**config.mk**
```make
export PLATFORM = sky130hd
export DESIGN_NAME = servo_pwm_drive
export DESIGN_NICKNAME = d
export VERILOG_FILES = /design/src/rtl/servo_pwm_drive.sv
export SDC_FILE = /design/constraint.sdc
export NUM_CORES = 1
export LEC_CHECK = 0
export CAP_MARGIN = 20
export CORE_MARGIN = 5
export CORE_UTILIZATION = 30
export DETAILED_ROUTE_END_ITERATION = 12
export PLACE_DENSITY_LB_ADDON = 0.1
export SETUP_SLACK_MARGIN = 0.2
export SYNTH_ARGS = -nofsm -noshare
export SYNTH_HDL_FRONTEND = slang
export SYNTH_SLANG_ARGS = --single-unit
```
**constraint.sdc**
```tcl
create_clock -name clk -period 5.8 [get_ports clk]
set_clock_uncertainty 0.2 [all_clocks]
set_input_delay 0.58 -clock clk [delete_from_list [all_inputs] [get_ports clk]]
set_output_delay 0.58 -clock clk [all_outputs]
set_load 0.02 [all_outputs]
```
**src/rtl/servo_pwm_drive.sv**
```systemverilog
// Servo PWM driver: captures a requested joint angle, ramps the driven angle toward it
// at a bounded rate once per PWM period, and emits a glitch-free hobby-servo pulse train.
module servo_pwm_drive #(
  parameter int PERIOD_CYC    = 1_000_000,
  parameter int PULSE_MIN_CYC = 25_000,
  parameter int CYC_PER_DEG   = 556,
  parameter int ANGLE_MAX     = 180,
  parameter int STEP_DEG      = 2,
  parameter int INIT_ANGLE    = 90
) (
  input  logic       clk,
  input  logic       rst_n,
  input  logic [9:0] angle_data,
  input  logic       angle_gen_flag,
  input  logic       en,
  output logic       pwm_out,
  output logic [7:0] cur_angle,
  output logic       busy,
  output logic       done
);

  localparam int CNT_W     = (PERIOD_CYC > 1) ? $clog2(PERIOD_CYC) : 1;
  localparam int PULSE_MAX = PULSE_MIN_CYC + ANGLE_MAX * CYC_PER_DEG;
  localparam int WID_RAW   = $clog2(PULSE_MAX + 1);
  localparam int WID_A     = (WID_RAW > 20) ? WID_RAW : 20;
  localparam int WID_W     = (WID_A > CNT_W) ? WID_A : CNT_W;

  localparam logic [CNT_W-1:0] CNT_LAST    = CNT_W'(PERIOD_CYC - 1);
  localparam logic [CNT_W-1:0] CNT_MID     = CNT_W'(PERIOD_CYC / 2);
  localparam logic [7:0]       ANGLE_MAX_8 = 8'(ANGLE_MAX);
  localparam logic [7:0]       STEP_8      = 8'(STEP_DEG);
  localparam logic [7:0]       INIT_8      = 8'(INIT_ANGLE);
  localparam logic [WID_W-1:0] PULSE_MIN_W = WID_W'(PULSE_MIN_CYC);
  localparam logic [WID_W-1:0] CPD_W       = WID_W'(CYC_PER_DEG);
  localparam logic [WID_W-1:0] INIT_WIDTH  = WID_W'(PULSE_MIN_CYC + INIT_ANGLE * CYC_PER_DEG);

  typedef enum logic {HOLD, RAMP} state_t;

  state_t           state_q, state_d;
  logic             flag_q, flag_d;
  logic [CNT_W-1:0] cnt_q, cnt_d;
  logic [7:0]       target_q, target_d;
  logic [7:0]       cur_angle_q, cur_angle_d;
  logic [WID_W-1:0] width_q, width_d;
  logic [WID_W-1:0] pulse_len_q, pulse_len_d;
  logic             pwm_q, pwm_d;
  logic             done_q, done_d;

  logic             capture;
  logic             update;
  logic [7:0]       cap_target;
  logic [7:0]       gap;
  logic [7:0]       step;

  // NOTE: every signal assigned here gets a default up front so no path can infer a latch.
  always_comb begin
    flag_d  = angle_gen_flag;
    capture = angle_gen_flag && !flag_q;

    if (angle_data[9]) begin
      cap_target = '0;
    end else if (angle_data > 10'(ANGLE_MAX)) begin
      cap_target = ANGLE_MAX_8;
    end else begin
      cap_target = angle_data[7:0];
    end

    cnt_d = (cnt_q == CNT_LAST) ? '0 : cnt_q + CNT_W'(1);

    gap    = (target_q > cur_angle_q) ? target_q - cur_angle_q : cur_angle_q - target_q;
    step   = (gap < STEP_8) ? gap : STEP_8;
    update = (state_q == RAMP) && (cnt_q == CNT_MID);

    state_d     = state_q;
    target_d    = target_q;
    cur_angle_d = cur_angle_q;
    done_d      = 1'b0;

    // The mid-period step always aims at the old target; a coincident capture lands afterwards.
    if (update) begin
      cur_angle_d = (target_q > cur_angle_q) ? cur_angle_q + step : cur_angle_q - step;
      if (cur_angle_d == target_q) begin
        state_d = HOLD;
        done_d  = 1'b1;
      end
    end
    if (capture) begin
      target_d = cap_target;
      state_d  = (cap_target == cur_angle_d) ? HOLD : RAMP;
    end

    width_d     = PULSE_MIN_W + WID_W'(cur_angle_q) * CPD_W;
    pulse_len_d = (cnt_q == CNT_LAST) ? width_q : pulse_len_q;
    pwm_d       = en && (WID_W'(cnt_q) < pulse_len_q);
  end

  // NOTE: sequential state uses non-blocking assignments so all flops update together.
  always_ff @(posedge clk or negedge rst_n) begin
    if (!rst_n) begin
      state_q     <= HOLD;
      flag_q      <= 1'b0;
      cnt_q       <= '0;
      target_q    <= INIT_8;
      cur_angle_q <= INIT_8;
      width_q     <= INIT_WIDTH;
      pulse_len_q <= INIT_WIDTH;
      pwm_q       <= 1'b0;
      done_q      <= 1'b0;
    end else begin
      state_q     <= state_d;
      flag_q      <= flag_d;
      cnt_q       <= cnt_d;
      target_q    <= target_d;
      cur_angle_q <= cur_angle_d;
      width_q     <= width_d;
      pulse_len_q <= pulse_len_d;
      pwm_q       <= pwm_d;
      done_q      <= done_d;
    end
  end

  assign pwm_out   = pwm_q;
  assign cur_angle = cur_angle_q;
  assign busy      = (state_q == RAMP);
  assign done      = done_q;

endmodule

```
* Word-level counts from Yosys, hierarchy flattened
Cells that the tools add are included.
Widths: inputs -> output; s select.
** Cells by class
- Add/sub/neg operators :: 6
- $mul :: 1
- $lt $le $gt $ge :: 4
- Eq/ne operators :: 4
- Multiplexer cells :: 13
- Reductions and logical operators :: 7
** Operators by type and width (count)
- $mux 8 :: 6
- $sub 8x8->8 :: 3
- $add 20x1->20 const B :: 1
- $eq 20x19->1 const B :: 1
- $eq 20x20->1 const B :: 1
- $lt 20x19->1 :: 1
- $mux 20 :: 1
- $add 15x18->19 const A :: 1
- $eq 8x8->1 :: 2
- $mul 8x8->16 const B :: 1
- $gt 10x8->1 const B :: 1
- $add 8x8->8 :: 1
- $gt 8x8->1 :: 1
- $lt 8x2->1 const B :: 1
- $mux 1 :: 6
- $reduce_bool 2->1 :: 2
- $logic_and 1x1->1 :: 3
- $reduce_and 2->1 :: 1
- $logic_not 1->1 :: 1
** Storage, ports and cells
- Bits in registers :: 78
- Input port bits :: 14
- Output and inout port bits :: 11
- Word-level logic and storage cells :: 44

* Longest topological paths before layout
- Word-level depth :: 10
- Depth in mapped cells :: 27
- Depth with buffers taken out :: 26

* Worst setup path after synthesis
No wires, ideal clock.
- Path kind :: register to register
- From :: reg cur_angle_q[5], in the netlist cur_angle[5]
- To :: reg state_q, in the netlist busy
- Library setup time :: 132 ps
- Arrival time :: 5162 ps
- Slack :: 306 ps
- Cell stages (with the launch flop) :: 26
- Buffers on the path :: 1
- Clock period less this slack :: 5494 ps
- Cell sequence :: dfrtp_1 inv_1 ha_1 buf_2 a21o_1 a31oi_4 a21o_1 mux2i_1 xor2_1 nand4b_4 nor2_1 nand2_1 ha_1 o21a_1 inv_1 ha_1 nor2b_1 o21a_1 o21ai_0 a21oi_1 o21ai_0 nand2_1 nor4_1 and4bb_1 xnor3_1 a2bb2oi_1
** On the way
- Longest elaborated chain between the ends :: 10
** RTL lines
- start, declared :: RTL line 43 : logic [7:0] cur_angle_q, cur_angle_d;
- start signal, assigned :: RTL line 114 : cur_angle_q <= cur_angle_d;
- $sub 8x8->8 or $gt 8x8->1 (tied branches) :: RTL line 70, 81
- $mux 8 :: RTL line 70 : gap = (target_q > cur_angle_q) ? target_q - cur_angle_q : cur_angle_q - target_q;
- $lt 8x2->1 :: RTL line 71 : step = (gap < STEP_8) ? gap : STEP_8;
- $mux 8 :: RTL line 71
- $sub 8x8->8 or $add 8x8->8 (tied branches) :: RTL line 81 : cur_angle_d = (target_q > cur_angle_q) ? cur_angle_q + step : cur_angle_q - step;
- $mux 8 :: RTL line 81
- $mux 8 :: RTL line 80 : if (update) begin
- $eq 8x8->1 :: RTL line 89 : state_d = (cap_target == cur_angle_d) ? HOLD : RAMP;
- $mux 1 :: RTL line 89
- $mux 1 :: RTL line 87 : if (capture) begin
- end signal, assigned :: RTL line 110 : state_q <= state_d;
- end, declared :: RTL line 39 : state_t state_q, state_d;
Parallel ways exist; a longest one is shown, timed or not.
A chain may end at the register's enable or synchronous reset.

* Final worst setup path
- From :: reg target_q[1]
- To :: reg state_q, in the netlist busy
** On the way
- Longest elaborated chain between the ends :: 10
** RTL lines
- start, declared :: RTL line 42 : logic [7:0] target_q, target_d;
- start signal, assigned :: RTL line 113 : target_q <= target_d;
- $sub 8x8->8 or $gt 8x8->1 (tied branches) :: RTL line 70, 81
- $mux 8 :: RTL line 70
- $lt 8x2->1 :: RTL line 71
- $mux 8 :: RTL line 71
- $sub 8x8->8 or $add 8x8->8 (tied branches) :: RTL line 81
- $mux 8 :: RTL line 81
- $mux 8 :: RTL line 80
- $eq 8x8->1 :: RTL line 89
- $mux 1 :: RTL line 89
- $mux 1 :: RTL line 87
Parallel ways exist; a longest one is shown, timed or not.

==> results.toml <==
[critical_path]
reg2reg_depth = 24
cp.arrival_ns = 5.33
cp.required_ns = 5.79
r2r_slack_ns = 0.46
crit_path_start_kind = "flop"
rr_startpoint = "target_q[1]"
reg2reg_to = "busy"
crit_type = "reg -> reg"
worstPathMaxFanout = 5
end_kind = "flop"

[final_layout]
nNetsFinal = 792
syn2layout_area_growth_pct = 20.84
layout_common_cells = "inv_1 (77), ha_1 (74), dfrtp_1 (56)"
drive_gt1_frac = 0.1453
fill_cells = 1983
layout_commonest_cell = "inv_1"
antenna_cells = 0

[global_route]
grt_pass1_vias = 4631
grt_pass1_wl_mm = 24.36
antenna_found_initial = 0
grt_usage = 0.1377
gr-total-overflow = 0
grt_max_degree = 75

[power]
power_frac_comb = 0.258
powerDensity_nw_per_um2 = 214.2
p_clk_frac = 0.390
vdd_drop_max_mv = 0.1033
p_leak_nw = 3.280
p_int_w = 0.001077
seqPwrFrac = 0.352
p_sw_w = 0.0004415
total_power_w = 0.001518
switching_share = 0.2908

[synth]
netlist_area_um2 = 5867
avgSynthCellArea_um2 = 9.254
synth_seq_area_share = 0.3195
synth_top_cell_area_share = 0.2389
ys.flop_type = "dfrtp_1"
yosysTopAreaCell = "dfrtp_1"
synth_nets = 736
synth_cell_types = 59
synth_area_leaders = "dfrtp_1 (24%), ha_1 (17%), dfstp_2 (8.1%)"
yosys_warnings = 0
ys_ff_latch = 74
async_reset_ff_frac = 1.000
syn_inst = 634
synth_edf_count = 0

[drt]
drc = 0
vias_per_cell = 4.735
vias = 4546
drtAntennaViolNets = 0
first_pass_iters = 4
routed_wl_mm = 14.80
post_drt_wl_per_cell_um = 15.42
dr.first_iter.drc_count = 210

[timing]
maxSlewHeadroom = 0.3449
holdWs_ns = 0.2497
post-route-min-period_ns = 5.338
tightest_slew_ns = 0.9745
rsz0062_at_grt = "false"
finalSetupViolCount = 0
finalHoldViolCount = 0
fin_setup_tns_ns = 0
fin_crit_sh = 0.9204
drv_slew = 0
fmax_mhz = 187.3

[floorplanning]
dieArea_um2 = 22450
start_util = 0.3034
core_area_um2 = 19330
die_w_um = 149.8
die_h_um = 149.8
rows = 51
io_pins = 25

[worst_hold_path]
hold_end = "pulse_len_q[14]"
hold_class = "reg -> reg"
min_from = "width_q[14]"
min_delay_path_depth = 2

[cts]
clk_latency_ns = 0.34
root_buffer = "clkbuf_16"
clk_path_buf_depth = 2
cts_sinks = 74
cts_inserted_buffers = 9
path_clk_slew_ns = 0.06
cts-htree-levels = 3
cts_tree = "yes"

[job]
drv_cap = 0

[placed_design]
gp_congestion = 0.8659
portBuffers = 24
hpwlAfterDp_mm = 11.64

[status]
status = "finished clean"
## kinds of logic after synthesis
| kind of cell | count (synthesis) | synth area share |
|---|---|---|
| AND/OR/NAND/NOR | 175 | 0.1501 |
| adder cells (fa/ha/maj) | 88 | 0.2005 |
| other | 1 | 0.0006392 |
| AO/OA/AOI/OAI | 127 | 0.1431 |
| multiplexers | 12 | 0.02154 |
| XOR/XNOR | 65 | 0.1030 |
| flip-flops | 74 | 0.3195 |
| buffers and inverters | 92 | 0.06163 |
## critical path, stage by stage (launching register included)
cell       delay [ns]
dfstp_2          0.61
inv_1            0.10
fa_1             0.43
a21o_1           0.23
a21oi_4          0.18
o211ai_1         0.11
nor4b_2          0.23
a211oi_1         0.08
nand4b_4         0.20
nor2_4           0.15
nand2_1          0.08
ha_1             0.27
o21a_1           0.20
inv_1            0.06
ha_1             0.21
nor2b_1          0.13
o21a_1           0.19
o21ai_2          0.13
a21oi_1          0.09
o21ai_1          0.20
nand2_2          0.12
nor4_2           0.23
and4bb_2         0.30
xnor3_1          0.33
a2bb2oi_1        0.13
## sequential cells by signal (all words and copies together), names as in the netlist
signal and count:
done 1, pulse_len_q 17, pwm_out 1, cur_angle 8, flag_q 1, width_q 17
target_q 8, cnt_q 20, busy 1
## power groups by stage
| stage | Combinational, W | Sequential [W] | Clock (W) |
|---|---|---|---|
| 2_1_floorplan | 0.000239 | 0.000540 | 0 |
| 3_3_place_gp | 0.000355 | 0.000542 | 0 |
| 3_5_place_dp | 0.000355 | 0.000543 | 0 |
| 4_1_cts | 0.000363 | 0.000534 | 0.000610 |
| 5_1_grt | 0.000427 | 0.000535 | 0.000636 |
| 6_report | 0.000391 | 0.000535 | 0.000592 |
## area by class of cell
cell class | count | area [um2] | share of cell area
tap | 265 | 331.6 | 0.04677
timing repair buffer | 58 | 519.2 | 0.07324
sequential | 74 | 1874 | 0.2644
inverter | 79 | 296.5 | 0.04183
multi-input combinational | 468 | 3756 | 0.5298
clock inverter | 5 | 78.83 | 0.01112
clock buffer | 11 | 232.7 | 0.03283
## cells in the mapped netlist, drive strengths merged (2+ instances only)
master,number
inv,79
mux2,5
o31ai,4
a211oi,3
a21o,20
and3,5
clkbuf,7
o21ai,42
o2111ai,2
xnor2,34
a21boi,5
a211o,3
o21bai,2
xnor3,2
nand4b,4
o21a,7
ha,78
fa,10
a2bb2oi,2
dfstp,18
nor2b,5
xor2,29
nand2,55
or3,2
nor3,9
mux2i,7
or2,2
dfrtp,56
nand2b,7
o211ai,2
a21oi,22
nor4,6
and2,2
buf,6
nor3b,3
nand3,14
a31oi,9
nand4,9
nor4b,4
nor2,43
## metal layers
layer / vias up / part of all wire / GRT usage
met5: - / 0 / 0
met2: 61 / 0.48 / 0.2314
met1: 2195 / 0.47 / 0.1797
met4: 0 / 0.021 / 0.04620
li1: 2274 / - / -
met3: 16 / 0.023 / 0.02302
## repair_timing
| action | 4_1_cts | 5_1_grt |
|---|---|---|
| pin swaps | 0 | 11 |
| buffers inserted | 0 | 7 |
| endpoints found under the hold margin | 0 | 6 |
| setup endpoints to repair | 2 | 3 |
| hold buffers | 0 | 1 |
| gates resized for setup | 6 | 22 |
| cloned | 0 | 0 |
## per-stage QoR
step                      std cells  setup WS [ns]  area (um2)  utilization
after floorplan                 634         0.3058        5867            -
after global placement          934         0.1658        6556       0.3391
after detailed placement        935         0.1354        6568       0.3397
after CTS                       951         0.2041        6899       0.3568
after global routing            960         0.1823        7089       0.3667
final                           960         0.4615        7089       0.3667
## how the worst max path moves through the flow
stage	from	endpoint	slack, ns	depth (start not counted)
floorplan	cur_angle[5]	busy	0.31	25
global placement	target_q[1]	done	0.17	23
detailed placement	cur_angle[1]	busy	0.14	24
CTS	target_q[0]	busy	0.20	26
global route	cur_angle[1]	busy	0.18	24
finish	target_q[1]	busy	0.46	24
(Power assumes the default switching activity.)
==> RTL change, RTL diff (same settings) <==
Register the output `pwm_out` once more; this adds one clock of latency there. The other outputs are not delayed to match.
--- a/src/rtl/servo_pwm_drive.sv
+++ b/src/rtl/servo_pwm_drive.sv
@@ -121,3 +121,5 @@
 
-  assign pwm_out   = pwm_q;
+  always_ff @(posedge clk) begin
+    pwm_out <= pwm_q;
+  end
   assign cur_angle = cur_angle_q;
Check against the original RTL: not equivalent (Yosys sat finds a counterexample within 4 cycles, from zero or initial values and one cycle with rst_n low).
==> RTL change against the original RTL <==
Cell area rose by 0.21%; sequential share of layout area rose by 0.23 points; total power rose by 2.6%; setup slack improved by 29 ps; sequential cell count rose by 1; combinational power rose by 1%; core utilization barely moved; synthesized area rose by 0.34%; wire length fell by 0.76%; critical path type unchanged; highest routed layer unchanged.
==> RTL change: results (changes against the original RTL) <==
INFO  outcome        outcome=complete, no violations [unchanged]
INFO  global_route   grt_pass1_wl=24600µm [was 24400 µm]
INFO  route          routed-via-count=4488 [was 4546]
INFO  global_route   use_met3=0.0218 [was 0.0230]
INFO  timing         maxSlewHeadroom=0.321 [was 0.345]
INFO  cells_and_area fill_cells=2027 [was 1983]
INFO  synthesis      syn-num-nets=737 [was 736]
INFO  global_route   groute.layer.met2.usage=0.234 [was 0.231]
INFO  route          wire_length_on_met2=7170µm [was 7130 µm]
INFO  worst_setup_path timing.critical_path.from=cur_angle[4]$_DFF_PN1_ [was target_q[1]$_DFFE_PN1P_]
INFO  power_and_ir_drop irDropWorstVdd=0.139mV [was 0.103 mV]
INFO  synthesis      synth-async-reset-ratio=0.987 [was 1.00]
INFO  worst_setup_path worst_path_largest_cell_delay=530ps [was 610 ps]
INFO  global_route   grt.met1_usage=0.180 [about the same]
INFO  min_path       timing.hold.worst.start=pwm_q$_DFF_PN0_ [was width_q[14]$_DFF_PN0_]
INFO  synthesis      yosysSeqAreaShare=0.322 [was 0.319]
INFO  route          route.layer.met1.wl=7000µm [was 7020 µm]
INFO  power_and_ir_drop leakage=3.30nW [was 3.28 nW]
INFO  worst_setup_path worst-endpoint-arrival=5320ps [was 5330 ps]
INFO  placed_design  place.detailed.hpwl=11500µm [was 11600 µm]
INFO  cells_and_area fin_nets=796 [was 792]
INFO  global_route   grt_util_all_layers=0.139 [was 0.138]
INFO  synthesis      post_synth_num_cell_types=60 [was 59]
INFO  route          first_iter_violations=162 [was 210]
INFO  worst_setup_path worst_setup_slack_for_register_to_register_paths=490ps [was 460 ps]
INFO  global_route   via_count_of_the_first_global_routing_pass=4691 [was 4631]
==> RTL change: changes by cell type after synthesis, sizes merged <==
cell	change
dfxtp	+1
==> RTL change: cell families (layout without fill, tap and decap cells) <==
group | Yosys count | after routing | synth area share
simple gates | 175 | 175 | 0.150
mux | 12 | 12 | 0.0215
xor+xnor | 65 | 65 | 0.103
flops | 75 | 75 | 0.322
fa+ha+maj | 88 | 88 | 0.200
other cells | 1 | 1 | 0.000637
buf+inv | 92 | 156 | 0.0614
compound gates | 127 | 127 | 0.143
==> RTL change: area by class of cell <==
class / instances / area share
Clock buffer: 9 / 0.0317
Clock inverter: 7 / 0.0139
Inverter: 79 / 0.0417
Multi-Input combinational cell: 468 / 0.523
Sequential cell: 75 / 0.267
Tap cell: 265 / 0.0467
Timing Repair Buffer: 61 / 0.0763
==> RTL change: how the worst min path moves through the flow <==
stage / to / slack [ps] / cells past startpoint
2_1_floorplan: busy$_DFFE_PN0P_ / 80 / 0
3_3_place_gp: pwm_out$_DFF_P_ / 140 / 0
3_5_place_dp: pwm_out$_DFF_P_ / 140 / 0
4_1_cts: pwm_out$_DFF_P_ / 160 / 0
5_1_grt: pwm_out$_DFF_P_ / 170 / 0
6_report: pwm_out$_DFF_P_ / 150 / 0
==> RTL change: through the flow <==
stage	cells	instance area (µm²)	hold WS, ps	total power, mW	setup slack [ps]
after floorplan	635	5890	84.4	0.786	306
after global placement	934	6570	135	0.903	218
after global routing	964	7100	169	1.63	174
after CTS	950	6900	156	1.54	232
final	964	7100	151	1.56	491
after detailed placement	934	6570	141	0.900	103
==> RTL change: where the power goes <==
group | leakage, nW | switching [mW] | internal [mW]
Clock | 0.157 | 0.240 | 0.380
Sequential | 0.933 | 0.00876 | 0.532
Combinational | 2.21 | 0.214 | 0.182
Total | 3.30 | 0.463 | 1.09
